**src/rtl/regfile_wb_buffer_pkg.sv**
```systemverilog
// Shared TinyRV1 register-file types and constants for the write-back path.
package regfile_wb_buffer_pkg;

  localparam int unsigned RF_ADDR_W = 5;
  localparam int unsigned RF_DATA_W = 32;
  localparam logic [RF_ADDR_W-1:0] RF_ZERO_REG = 5'd0;

  typedef struct packed {
    logic [RF_ADDR_W-1:0] addr;
    logic [RF_DATA_W-1:0] data;
  } rf_wr_t;

endpackage

```
**src/rtl/regfile_wb_queue.sv**
```systemverilog
// Circular FIFO of pending register writes; exposes every slot and a valid mask
// so the parent can search all in-flight writes for read forwarding.
module regfile_wb_queue
  import regfile_wb_buffer_pkg::*;
#(
  parameter int unsigned DEPTH = 4
) (
  input  logic                       clk,
  input  logic                       reset,
  input  logic                       push,
  input  rf_wr_t                     push_ent,
  input  logic                       pop,
  output rf_wr_t                     head_ent,
  output rf_wr_t                     ents [DEPTH],
  output logic [DEPTH-1:0]           valid,
  output logic [$clog2(DEPTH)-1:0]   head,
  output logic [$clog2(DEPTH):0]     count
);

  localparam int unsigned PTR_W = $clog2(DEPTH);
  localparam int unsigned CNT_W = PTR_W + 1;

  logic [PTR_W-1:0] head_q, head_d;
  logic [PTR_W-1:0] tail_q, tail_d;
  logic [CNT_W-1:0] count_q, count_d;
  rf_wr_t           mem_q [DEPTH];
  rf_wr_t           mem_d [DEPTH];
  logic [PTR_W-1:0] age;

  // Pointers wrap naturally because DEPTH is a power of two.
  always_comb begin
    head_d  = head_q;
    tail_d  = tail_q;
    count_d = count_q + CNT_W'(push) - CNT_W'(pop);
    mem_d   = mem_q;
    if (push) begin
      mem_d[tail_q] = push_ent;
      tail_d        = tail_q + PTR_W'(1);
    end
    if (pop) begin
      head_d = head_q + PTR_W'(1);
    end
  end

  always_ff @(posedge clk or posedge reset) begin
    if (reset) begin
      head_q  <= '0;
      tail_q  <= '0;
      count_q <= '0;
    end else begin
      head_q  <= head_d;
      tail_q  <= tail_d;
      count_q <= count_d;
    end
  end

  // Slot contents need no reset; the valid mask hides stale entries.
  always_ff @(posedge clk) begin
    mem_q <= mem_d;
  end

  always_comb begin
    age   = '0;
    valid = '0;
    for (int i = 0; i < DEPTH; i++) begin
      age      = PTR_W'(i) - head_q;
      valid[i] = CNT_W'(age) < count_q;
    end
  end

  assign head_ent = mem_q[head_q];
  assign ents     = mem_q;
  assign head     = head_q;
  assign count    = count_q;

endmodule

```
**src/rtl/regfile_wb_buffer.sv**
```systemverilog
// Write-back buffer in front of the 1r1w zero-register regfile: queues writes,
// drains one per granted cycle, and forwards the youngest pending value to reads.
module regfile_wb_buffer
  import regfile_wb_buffer_pkg::*;
#(
  parameter int unsigned DEPTH  = 4,
  parameter int unsigned ADDR_W = RF_ADDR_W,
  parameter int unsigned DATA_W = RF_DATA_W
) (
  input  logic                     clk,
  input  logic                     reset,
  input  logic                     in_val,
  output logic                     in_rdy,
  input  logic [ADDR_W-1:0]        in_waddr,
  input  logic [DATA_W-1:0]        in_wdata,
  input  logic                     rf_gnt,
  output logic                     rf_wen,
  output logic [ADDR_W-1:0]        rf_waddr,
  output logic [DATA_W-1:0]        rf_wdata,
  input  logic [ADDR_W-1:0]        rd_addr,
  output logic [DATA_W-1:0]        rd_data,
  output logic [ADDR_W-1:0]        rf_raddr,
  input  logic [DATA_W-1:0]        rf_rdata,
  output logic [$clog2(DEPTH):0]   count
);

  localparam int unsigned PTR_W = $clog2(DEPTH);
  localparam int unsigned CNT_W = PTR_W + 1;

  rf_wr_t           push_ent;
  rf_wr_t           head_ent;
  rf_wr_t           ents [DEPTH];
  logic [DEPTH-1:0] valid;
  logic [PTR_W-1:0] head;
  logic [CNT_W-1:0] count_w;
  logic             push;
  logic             pop;
  logic             empty;
  logic             hit;
  logic [PTR_W-1:0] age;
  logic [PTR_W-1:0] best_age;
  logic [DATA_W-1:0] fwd_data;

  // Writes to x0 complete the handshake but are never stored.
  assign empty         = (count_w == '0);
  assign in_rdy        = (count_w != CNT_W'(DEPTH));
  assign push          = in_val && in_rdy && (RF_ADDR_W'(in_waddr) != RF_ZERO_REG);
  assign pop           = !empty && rf_gnt;
  assign push_ent.addr = RF_ADDR_W'(in_waddr);
  assign push_ent.data = RF_DATA_W'(in_wdata);

  regfile_wb_queue #(.DEPTH(DEPTH)) u_queue (
    .clk      (clk),
    .reset    (reset),
    .push     (push),
    .push_ent (push_ent),
    .pop      (pop),
    .head_ent (head_ent),
    .ents     (ents),
    .valid    (valid),
    .head     (head),
    .count    (count_w)
  );

  assign rf_wen   = pop;
  assign rf_waddr = ADDR_W'(head_ent.addr);
  assign rf_wdata = DATA_W'(head_ent.data);
  assign rf_raddr = rd_addr;
  assign count    = count_w;

  // Youngest match wins: largest distance from head among valid matching slots.
  always_comb begin
    hit      = 1'b0;
    age      = '0;
    best_age = '0;
    fwd_data = '0;
    for (int i = 0; i < DEPTH; i++) begin
      age = PTR_W'(i) - head;
      if (valid[i] && (ents[i].addr == RF_ADDR_W'(rd_addr)) && (!hit || (age > best_age))) begin
        hit      = 1'b1;
        best_age = age;
        fwd_data = DATA_W'(ents[i].data);
      end
    end
    if (RF_ADDR_W'(rd_addr) == RF_ZERO_REG) begin
      rd_data = '0;
    end else if (hit) begin
      rd_data = fwd_data;
    end else begin
      rd_data = rf_rdata;
    end
  end

endmodule

```
**config.mk**
```make
export PLATFORM = sky130hd
export DESIGN_NAME = regfile_wb_buffer
export DESIGN_NICKNAME = d
export VERILOG_FILES = /design/src/rtl/regfile_wb_buffer_pkg.sv /design/src/rtl/regfile_wb_queue.sv /design/src/rtl/regfile_wb_buffer.sv
export SDC_FILE = /design/constraint.sdc
export NUM_CORES = 1
export LEC_CHECK = 0
export ABC_CLOCK_PERIOD_IN_PS = 8100
export BUFFER_PORTS_ARGS = -buffer_cell sky130_fd_sc_hd__clkbuf_2
export CORE_ASPECT_RATIO = 0.9
export CORE_MARGIN = 4
export CORE_UTILIZATION = 45
export CTS_CLUSTER_SIZE = 28
export DETAILED_ROUTE_END_ITERATION = 8
export PLACE_DENSITY_LB_ADDON = 0.3
export SYNTH_ARGS = -nofsm -noshare
export SYNTH_HDL_FRONTEND = slang
export SYNTH_SLANG_ARGS = --single-unit
export TNS_END_PERCENT = 5
```
**constraint.sdc**
```tcl
create_clock -name clk -period 8.1 [get_ports clk]
set_clock_uncertainty 0.1 [all_clocks]
set_input_delay 1.62 -clock clk [delete_from_list [all_inputs] [get_ports clk]]
set_output_delay 1.62 -clock clk [all_outputs]
set_load 0.02 [all_outputs]
```
==> results.yml <==
run_status:
  status: "finished, final reports clean"
routing:
  drt-total-wl_mm: 20.5
  final_antenna_net_count: 0
  drt-wirelength-per-cell_um: 21.9
  drt_iter0_markers: 365
  via_count: 5452
  dr.pass1.iters: 5
  drc: 0
  vias_per_cell: 5.83
sta:
  tightest_slew_ns: 1.14
  tns_ns: 0
  setup_violations: 0
  period_needed_ns: 7.66
  rsz0062_at_grt: "false"
  max_freq_ghz: 0.131
  relSlewSlack: 0.241
  whs_ns: 0.536
  slew_viol_final: 0
  hold_viol: 0
  period_share: 0.946
worst_setup_path:
  critical-path-max-stage-delay_ns: 0.49
  reg2reg_slack_ns: 5.26
  critPathTopFamily: "compound AO/OA/AOI/OAI gates"
  crit_buf_inv: 3
  regToRegStartpoint: "u_queue.count[1]"
  crit_slowest_cell: "a2111oi_4"
  ff2ff_path_depth: 5
  critical_path.cell_chain: "clkbuf_2 -> xnor2_1 -> nand4_1 -> a2111oi_4 -> a21boi_4 -> a22oi_1 -> ha_1 -> a21oi_1 -> a21oi_1 -> o21ai_4 -> nand2_1 -> o21ai_0 -> ha_1 -> nor2b_1 -> o21ai_0 -> nor2_1 -> a21oi_4 -> buf_4 -> o221ai_1 -> a21oi_1 -> clkbuf_2"
  critPathKind: "input port to output port"
  path_max_fanout: 15
  required_ns: 6.38
  start_kind: "input port"
  critical_path.startpoint: "rd_addr[2]"
  arrival_ns: 5.94
  cpMostUsedCell: "a21oi_1"
  end_kind: "output port"
  cp.depth: 21
cells_and_area:
  area_delta_synth_final_pct: 18.6
  antenna_cells: 0
  final_nets: 776
  drive_gt1_frac: 0.364
  fillerInstances: 1520
logic_synthesis:
  ys_ff_latch: 155
  yosysSeqAreaShare: 0.573
  synth_nets: 638
  async_flop_share: 0.0452
  yosysWarningCount: 0
  ys_top_cells_by_area: "edfxtp_1, mux4_2, mux2i_1, a22o_1, o221ai_1"
  yosysTopAreaCell: "edfxtp_1"
  yosys.area.top_type_share: 0.551
  syn_area_per_cell_sq_um: 14.8
  ys_types: 41
  syn_area_sq_um: 8070
  synthFlopType: "edfxtp_1"
  synthCells: 544
  synth_edf_count: 148
pwr:
  p_per_area_nw_per_um2: 346
  vdd_drop_max_mv: 0.208
  leakagePower_nw: 3.68
worst_hold_path:
  hold_class: "flop to flop"
  hold_path_depth: 2
  hp-start: "u_queue.tail_q[0]"
clocking:
  clk_latency_ns: 0.43
  ctsResizeCount: 0
  root_buffer: "clkbuf_16"
  clockBufferDepth: 2
  cts_tree: "done"
  postCtsSetupBuffers: 0
  cts_hold_buf: 0
  htree_levels: 4
  cts_buffers: 17
  clock-sinks: 155
  clkTransAtPathRegs_ns: 0.06
die:
  coreArea_sq_um: 17600
  die_x_um: 149
  fp-row-count: 46
  io_pins: 157
  die_h_um: 135
  fp.dieArea_sq_um: 20100
  start_util: 0.458
job:
  maxCapViolations: 0
place:
  io_buffers: 156
  dpl.hpwl_mm: 12.8
  place.gp.congestion: 0.805
global_route:
  grt-ovfl-total: 0
  antenna_found_initial: 0
  grt_pass1_wl_mm: 31.4
  grt_pass1_vias: 5486
  grt_max_degree: 69
  grt_util_all_layers: 0.204
placed cells by master (no fill, tap or decap), drive strengths merged, types with 2 or more instances in the layout:
cell / synthesis / layout
clkbuf: 15 / 175
edfxtp: 148 / 148
a21oi: 40 / 40
mux4: 37 / 37
o21ai: 37 / 37
a22o: 32 / 32
mux2i: 32 / 32
o21a: 32 / 32
o221ai: 32 / 32
xnor2: 17 / 17
inv: 15 / 16
ha: 15 / 15
buf: 37 / 15
nand2: 7 / 7
nor2: 7 / 7
xor2: 7 / 7
dfrtp: 7 / 7
clkinv: 0 / 7
and2: 4 / 4
nand4: 3 / 3
nor2b: 3 / 3
bufinv: 0 / 3
a2111oi: 3 / 3
nor3: 2 / 2
a21boi: 2 / 2
clkinvlp: 0 / 2
synth_stat cells (4+ instances only):
| master | count |
|---|---|
| nor2_1 | 7 |
| edfxtp_1 | 148 |
| o21ai_0 | 36 |
| o21a_1 | 32 |
| a21oi_1 | 38 |
| o221ai_1 | 32 |
| buf_2 | 15 |
| xor2_1 | 7 |
| nand2_1 | 7 |
| and2_1 | 4 |
| buf_1 | 8 |
| mux4_2 | 37 |
| xnor2_1 | 17 |
| a22o_1 | 32 |
| ha_1 | 15 |
| inv_1 | 14 |
| mux2i_1 | 32 |
| clkbuf_1 | 15 |
| dfrtp_1 | 7 |
| buf_6 | 5 |
| buf_4 | 7 |
final timing paths:
path,end
max in group asynchronous,u_queue.head[0]
max,rd_data[4]
min reg2reg,u_queue.tail_q[0]
min,u_queue.tail_q[0]
max reg2reg,u_queue.ents[93]
min in group asynchronous,u_queue.count[0]
where the power goes:
| part | internal, mW | total (mW) | switching [mW] |
|---|---|---|---|
| Clock | 0.480 | 0.787 | 0.307 |
| Sequential | 1.07 | 1.15 | 0.0886 |
| Combinational | 0.522 | 1.37 | 0.847 |
state kept, by name, indices dropped and copies added (netlist names):
signal and flops:
u_queue.count 3, u_queue.ents 148, u_queue.head 2, u_queue.tail_q 2
layout make-up:
type,instances,area (sq um),area share
inverters,15,56.3,0.00589
clock inverters,13,149,0.0156
multi-input cells,322,3110,0.325
flip-flops and latches,155,4620,0.483
repair buffers,171,893,0.0934
clock buffers,19,433,0.0453
well taps,240,300,0.0314
tightest hold or removal path, cell delays in order (launching register included):
cell	delay, ns
dfrtp_1	0.38
inv_1	0.09
xnor2_1	0.13
cell families (layout without fill, tap and decap cells):
family	Yosys count	count (layout)	synth area share
compound gates	183	183	0.168
flops	155	155	0.573
mux	70	70	0.144
buf+inv	67	218	0.0442
simple gates	29	29	0.0183
xor+xnor	24	24	0.0261
fa+ha+maj	16	16	0.0258
per-stage QoR:
stage               instance area (sq um)  cells  utilization  worst slack [ns]  power (mW)
finish                               9570    935        0.543             0.439        3.31
global route                         9570    935        0.543            0.0326        3.50
CTS                                  9570    935        0.543             0.465        3.35
detailed placement                   8980    903        0.510             0.506        2.56
global placement                     8980    903        0.510             0.618        2.52
floorplan                            8070    544            -             0.595        2.12
layer usage:
metal | global-route usage | routed length [um] | vias up
met2 | 0.337 | 9940 | 245
met1 | 0.280 | 8610 | 2708
li1 | - | - | 2482
met4 | 0.0437 | 167 | 0
met5 | 0 | 0 | -
met3 | 0.0487 | 1750 | 17
No activity file was read; power rests on OpenSTA's default activity.
